[config.mk]
export PLATFORM = sky130hd
export DESIGN_NAME = nand_cycle_gen
export DESIGN_NICKNAME = d
export VERILOG_FILES = /design/src/rtl/nand_cycle_gen.sv
export SDC_FILE = /design/constraint.sdc
export NUM_CORES = 1
export LEC_CHECK = 0
export CORE_MARGIN = 3
export CORE_UTILIZATION = 45
export CTS_CLUSTER_DIAMETER = 120
export DETAILED_ROUTE_END_ITERATION = 12
export GPL_TIMING_DRIVEN = 0
export PLACE_DENSITY = 0.77
export SYNTH_ARGS = -nofsm -noshare
export SYNTH_HDL_FRONTEND = slang
export SYNTH_SLANG_ARGS = --single-unit
[constraint.sdc]
create_clock -name PCLK -period 2.4 [get_ports PCLK]
set_clock_uncertainty 0.15 [all_clocks]
set_input_delay 0.36 -clock PCLK [delete_from_list [all_inputs] [get_ports PCLK]]
set_output_delay 0.36 -clock PCLK [all_outputs]
set_load 0.05 [all_outputs]
[src/rtl/nand_cycle_gen.sv]
// nand_cycle_gen: timed NAND flash bus cycle generator (cmd/addr/write/read strobes).
// Optional NAND_RB_WAIT_EN gates acceptance on a synchronized F_nRB.
module nand_cycle_gen #(
    parameter int T_SU = 1,
    parameter int T_WP = 2,
    parameter int T_WH = 2
) (
    input  logic       PCLK,
    input  logic       PRESET,
    input  logic       REQ_VALID,
    input  logic [1:0] REQ_TYPE,
    input  logic [7:0] REQ_DATA,
    input  logic       REQ_LAST,
    output logic       REQ_READY,
    output logic       RSP_VALID,
    output logic [7:0] RSP_DATA,
    output logic       F_nCE,
    output logic       F_CLE,
    output logic       F_ALE,
    output logic       F_nWE,
    output logic       F_nRE,
    output logic [7:0] F_DIO_OUT,
    output logic       F_DIO_OE,
    input  logic [7:0] F_DIO_IN,
    input  logic       F_nRB
);
    typedef enum logic [1:0] {IDLE, SETUP, PULSE, HOLD} state_t;
    state_t     state;
    logic [3:0] cnt;
    logic [1:0] typ;
    logic       lst;
    logic       rb_ok;
`ifdef NAND_RB_WAIT_EN
    logic [1:0] rb_sync;
    always_ff @(posedge PCLK)
        rb_sync <= PRESET ? 2'b00 : {rb_sync[0], F_nRB};
    assign rb_ok = rb_sync[1];
`else
    logic unused_nrb;
    assign unused_nrb = F_nRB;
    assign rb_ok = 1'b1;
`endif
    assign REQ_READY = (state == IDLE) && !PRESET && rb_ok;
    always_ff @(posedge PCLK) begin
        if (PRESET) begin
            state     <= IDLE;
            cnt       <= 4'd0;
            typ       <= 2'b00;
            lst       <= 1'b0;
            F_nCE     <= 1'b1;
            F_CLE     <= 1'b0;
            F_ALE     <= 1'b0;
            F_nWE     <= 1'b1;
            F_nRE     <= 1'b1;
            F_DIO_OE  <= 1'b0;
            F_DIO_OUT <= 8'h00;
            RSP_VALID <= 1'b0;
            RSP_DATA  <= 8'h00;
        end else begin
            RSP_VALID <= 1'b0;
            case (state)
                IDLE: if (REQ_VALID && REQ_READY) begin
                    state     <= SETUP;
                    cnt       <= 4'(T_SU - 1);
                    typ       <= REQ_TYPE;
                    lst       <= REQ_LAST;
                    F_DIO_OUT <= REQ_DATA;
                    F_nCE     <= 1'b0;
                    F_CLE     <= REQ_TYPE == 2'b00;
                    F_ALE     <= REQ_TYPE == 2'b01;
                    F_DIO_OE  <= REQ_TYPE != 2'b11;
                end
                SETUP: if (cnt == 4'd0) begin
                    state <= PULSE;
                    cnt   <= 4'(T_WP - 1);
                    F_nWE <= typ == 2'b11;
                    F_nRE <= typ != 2'b11;
                end else cnt <= cnt - 4'd1;
                PULSE: if (cnt == 4'd0) begin
                    state <= HOLD;
                    cnt   <= 4'(T_WH - 1);
                    F_nWE <= 1'b1;
                    F_nRE <= 1'b1;
                    if (typ == 2'b11) begin
                        RSP_DATA  <= F_DIO_IN;
                        RSP_VALID <= 1'b1;
                    end
                end else cnt <= cnt - 4'd1;
                HOLD: if (cnt == 4'd0) begin
                    state    <= IDLE;
                    F_nCE    <= lst;
                    F_CLE    <= 1'b0;
                    F_ALE    <= 1'b0;
                    F_DIO_OE <= 1'b0;
                end else cnt <= cnt - 4'd1;
            endcase
        end
    end
endmodule
# [Word level (Yosys, flattened, before mapping)]
# Cells that the tools add are included.
[classes] eq_ne=12 addsub=1 muxes=25 n_bitwise=2 n_reduce_logical=16
[ops] op="$mux W4" count=3
[ops] op="$ne A2 B2 Y1 const B" count=6
[ops] op="$pmux W1 S2" count=6
[ops] op="$pmux W4 S3" count=1
[ops] op="$mux W1" count=10
[ops] op="$reduce_and A3 Y1" count=3
[ops] op="$mux W2" count=4
[ops] op="$pmux W2 S4" count=1
[ops] op="$eq A2 B2 Y1 const B" count=3
[ops] op="$eq A2 B1 Y1 const B" count=2
[ops] op="$logic_not A2 Y1" count=2
[ops] op="$logic_not A4 Y1" count=1
[ops] op="$reduce_and A2 Y1" count=2
[ops] op="$reduce_and A4 Y1" count=1
[ops] op="$reduce_bool A2 Y1" count=2
[ops] op="$sub A4 B1 Y4 const B" count=1
[ops] op="$reduce_or A3 Y1" count=1
[ops] op="$logic_and A1 B1 Y1" count=2
[ops] op="$ne A2 B1 Y1 const B" count=1
[ops] op="$not A1 Y1" count=2
[ops] op="$reduce_or A2 Y1" count=1
[ops] op="$logic_not A1 Y1" count=1
[totals] output_inout_bits=24 regBits=32 input_bits=23 wordCells=69

# [Longest topological paths before layout]
[logic_depth] word_depth=5 ltp_mapped=6 ltp_nobuf=5

# [Worst setup path after synthesis]
# No wires, ideal clock.
[synth_path] kind="flip-flop to output port" start="reg state[0]" end="out REQ_READY" n_path_buf=1 t_arrival_ns=1.582 t_required_ns=1.890 stages_incl_launch_ff=5 setup_slack_ns=0.308 path_cell_list="dfxtp_1 inv_1 ha_1 clkbuf_1 nor2b_1"
[synth_between] elab_chain_cells=2
[synth_lines] item="start: declaration" line="28" text="state_t state;"
[synth_lines] item="start signal: assignment" line="46" text="state <= IDLE;"
[synth_lines] item="start signal: assignment" line="63" text="state <= SETUP;"
[synth_lines] item="start signal: assignment" line="74" text="state <= PULSE;"
[synth_lines] item="$logic_not A2 Y1" line="43" text="assign REQ_READY = (state == IDLE) && !PRESET && rb_ok;"
[synth_lines] item="$logic_and A1 B1 Y1" line="43"
[synth_lines] item="end: declaration" line="14" text="output logic REQ_READY,"
# Every way passes these cells.

# [Worst setup path in the final report]
[layout_path] start="in PRESET" end="out REQ_READY"
[layout_between] elab_chain_cells=2
[layout_lines] item="start: declaration" line="9" text="input logic PRESET,"
[layout_lines] item="$logic_not A1 Y1" line="43"
[layout_lines] item="$logic_and A1 B1 Y1" line="43"
# Every way passes these cells.

==> impl_results.rst <==
.. list-table::
   :header-rows: 1

   * - Metric
     - Value
   * - Maximum ir drop on the vdd rail
     - 0.000432 V
   * - Latest clock arrival within the worst-skew pair
     - 0.34 ns
   * - Element type at the critical path end
     - output pin
   * - Crit Reg-Reg Endpoint
     - RSP_DATA[4]
   * - Fmax
     - 432 MHz
   * - Floorplan core area
     - 3180 µm²
   * - Number of library cell types mapped by synthesis
     - 33
   * - Leakage dissipation
     - 0.788 nW
   * - Setup Buffers After CTS
     - 0
   * - Clock root buffer
     - sky130_fd_sc_hd__clkbuf_4
   * - Worst Setup Path Type
     - input pin to output pin
   * - Largest cells by area after synthesis
     - sky130_fd_sc_hd__dfxtp_1, sky130_fd_sc_hd__nand2b_1, sky130_fd_sc_hd__mux2i_1
   * - Count of antenna diodes in the layout
     - 0
   * - Worst rel slew slack
     - 50.0%
   * - Post-detailed-route DRC marker count
     - 0
   * - R2R Setup Slk
     - 0.35 ns
   * - Final cycle utilization of the critical path
     - 96.4%
   * - Std-Cell Rows
     - 20
   * - Starting density of the core
     - 49.1%
   * - Crit-path max FO
     - 16
   * - Post-layout minimum cycle time
     - 2.31 ns
   * - Area taken by flip-flops and latches
     - 641 µm²
   * - Initial antenna violation count
     - 0
   * - Met2 usage
     - 31.9%
   * - Average footprint of a synthesized cell
     - 9.23 µm²
   * - Area delta synth->final
     - 36.2%
   * - Most common cell after layout, fill and taps aside
     - sky130_fd_sc_hd__clkdlybuf4s50_1
   * - Cell accounting for the most synthesized area
     - sky130_fd_sc_hd__dfxtp_1
   * - DR pass1 iterations
     - 4
   * - Actual slew at the worst max-slew pin
     - 0.748 ns
   * - Endpoint arrival time on the critical path
     - 1.80 ns
   * - Maximum capacitance violations
     - 0
   * - Final net count
     - 250
   * - Final routed wire length divided by cell count
     - 13.3 µm
   * - Post-route total power
     - 1.98 mW
   * - GRT busiest layer
     - met2
   * - Post-synth design cell area
     - 1560 µm²
   * - Post-Layout Cell Count
     - 265
   * - IO Pins
     - 47
   * - Path class of the lowest-slack min-delay path
     - flip-flop to flip-flop
   * - Area of the multi-input gates
     - 848 µm²
   * - Number of placed instances, taps included
     - 258
   * - Unrepaired setup endpoints after global routing
     - no
   * - Vias in the first global route
     - 1388
   * - Post-synthesis cell count
     - 169
   * - Maximum number of pins on one net before global-route repair
     - 17
   * - Worst Hold Depth
     - 2
   * - Met3 track utilization from global routing
     - 8.15%
   * - Result of the run
     - finished clean
   * - Power density over the cells
     - 930 nW/µm²
   * - Final weighted congestion in routability-driven placement
     - 0.775
   * - Worst Reg2Reg Path Length in Cells
     - 6
   * - Crit Reg-Reg Startpoint
     - cnt[0]
   * - Detailed router's first-iteration violation count
     - 69
   * - Final hold viol count
     - 0
   * - HPWL after detailed placement
     - 2.67 mm
   * - Post-layout instance area
     - 2120 µm²
   * - Die span in x
     - 64.9 µm
   * - Global-route usage over all layers
     - 18.7%
   * - Antenna-violating nets left
     - 0
   * - Die Ht
     - 64.9 µm
   * - Count of input and output buffers
     - 45
   * - Clock tree from TritonCTS
     - done
   * - Clock-pin slew reported for the worst setup and hold paths after clock tree synthesis
     - 0.09 ns
   * - Final setup violation count
     - 0
   * - Share of Yosys cell area claimed by the top area cell type
     - 41.1%
   * - Vias per Instance
     - 5.12
   * - Hold Path Origin
     - RSP_DATA[5]
   * - Global-route wire length before repair
     - 6.11 mm
   * - Wire length after detailed routing
     - 3.54 mm
   * - Fillers
     - 297
   * - Share of post-route cells with drive strength above 1
     - 6.33%
   * - Number of synthesized register bits
     - 32
   * - Most frequent cells in the layout
     - sky130_fd_sc_hd__clkdlybuf4s50_1, sky130_fd_sc_hd__nand2b_1, sky130_fd_sc_hd__dfxtp_1
   * - Crit path required time
     - 1.89 ns
   * - Vias post-DR
     - 1358
   * - Met1 routing resource usage after global routing
     - 20.4%
   * - Clock Tree Buf Depth
     - 2
   * - TritonCTS sink count
     - 32
   * - Share of the yosys chip area belonging to registers
     - 41.1%
   * - Total congestion overflow
     - 0
   * - Setup TNS Final
     - 0 ns
   * - Endpoint of the worst hold path
     - RSP_DATA[5]
   * - Number of nets produced by synthesis
     - 199
   * - Finished Core Util
     - 66.9%
   * - CP Launch Type
     - input pin
   * - Final count of pins violating max slew
     - 0
   * - Full die area
     - 4210 µm²
   * - H-tree depth reported by CTS
     - 2
   * - Placed Area
     - 2070 µm²
   * - CTS buffer count
     - 5
   * - Synthesis warning total
     - 0
## area by class of cell
class,count,area share [%]
multi-input cells,120,39.9
flip-flops and latches,32,30.2
repair buffers,45,21.3
clock buffers,8,2.77
well taps,44,2.59
plain buffers,10,2.24
inverters,6,1.06
## layer usage
metal | share of wire (%) | up-vias
met5 | 0 | -
met4 | 2.0 | 0
met3 | 6.5 | 8
met2 | 49 | 33
met1 | 43 | 633
li1 | - | 684
## registers in the layout, indices dropped and copies added (netlist names), 2 cells and up
name	cells
F_DIO_OUT	8
RSP_DATA	8
cnt	4
state	2
typ	2
## worst max path at each step
| stage | endpoint | cells after the start | startpoint | slack (ns) |
|---|---|---|---|---|
| after floorplan | REQ_READY | 4 | state[0] | 0.31 |
| after global placement | REQ_READY | 5 | PRESET | -0.55 |
| after detailed placement | REQ_READY | 5 | PRESET | -0.57 |
| after CTS | REQ_READY | 4 | PRESET | 0.09 |
| after global routing | REQ_READY | 4 | PRESET | 0.006 |
| final | REQ_READY | 4 | PRESET | 0.09 |
## where the power goes
part           internal, mW  switching, mW  leakage (nW)
Sequential            0.622         0.0532         0.261
Clock                 0.144          0.183        0.0326
Combinational         0.391          0.583         0.494
## cell usage after synthesis
cell                        count
sky130_fd_sc_hd__dfxtp_1       32
sky130_fd_sc_hd__a221o_1        2
sky130_fd_sc_hd__nand4b_1       1
sky130_fd_sc_hd__a22oi_1        1
sky130_fd_sc_hd__clkbuf_1      10
sky130_fd_sc_hd__nor3_1         2
sky130_fd_sc_hd__buf_6          1
sky130_fd_sc_hd__o21bai_1       4
sky130_fd_sc_hd__nand2b_1      33
sky130_fd_sc_hd__or4_1          1
sky130_fd_sc_hd__o21ai_0       12
sky130_fd_sc_hd__or4b_2         1
sky130_fd_sc_hd__nand2_1       14
sky130_fd_sc_hd__nor3b_1        2
sky130_fd_sc_hd__o2bb2ai_1      1
sky130_fd_sc_hd__or3b_1         1
sky130_fd_sc_hd__or3_1          2
sky130_fd_sc_hd__ha_1           7
sky130_fd_sc_hd__or4bb_1        1
sky130_fd_sc_hd__or2_2          2
sky130_fd_sc_hd__o211ai_1       1
sky130_fd_sc_hd__nor2_1         2
sky130_fd_sc_hd__nor3_4         1
sky130_fd_sc_hd__a21oi_1        4
sky130_fd_sc_hd__and3b_1        1
sky130_fd_sc_hd__a2bb2oi_1      1
sky130_fd_sc_hd__mux2i_1       13
sky130_fd_sc_hd__inv_1          6
sky130_fd_sc_hd__a221oi_1       3
sky130_fd_sc_hd__nor2b_1        2
sky130_fd_sc_hd__o32ai_1        2
sky130_fd_sc_hd__a211o_1        2
sky130_fd_sc_hd__nor4_1         1
## per-stage QoR
| stage | worst slack (ns) | hold WS [ns] |
|---|---|---|
| final | 0.0868 | 0.332 |
| after global routing | 0.00610 | 0.354 |
| after CTS | 0.0911 | 0.337 |
| after detailed placement | -0.574 | 0.315 |
| after global placement | -0.547 | 0.308 |
| after floorplan | 0.308 | 0.299 |
## repair_timing
| item | in CTS | in global routing |
|---|---|---|
| resized for setup | 5 | 0 |
| hold buffers | 0 | 0 |
| endpoints found under the setup margin | 1 | 0 |
## worst max-delay path: stages
cell and delay, ns:
sky130_fd_sc_hd__clkdlybuf4s50_1 0.73, sky130_fd_sc_hd__clkbuf_2 0.31, sky130_fd_sc_hd__nor2b_1 0.07, sky130_fd_sc_hd__clkdlybuf4s15_2 0.33
## cells by family after synthesis
logic type                 synth area share [%]
and+or+nand+nor                            26.1
AOI/OAI and AO/OA                          14.4
DFF                                        41.1
buffers and inverters                      4.57
muxes                                      8.34
adders and majority gates                  5.61
No activity file was read; power rests on OpenSTA's default activity.
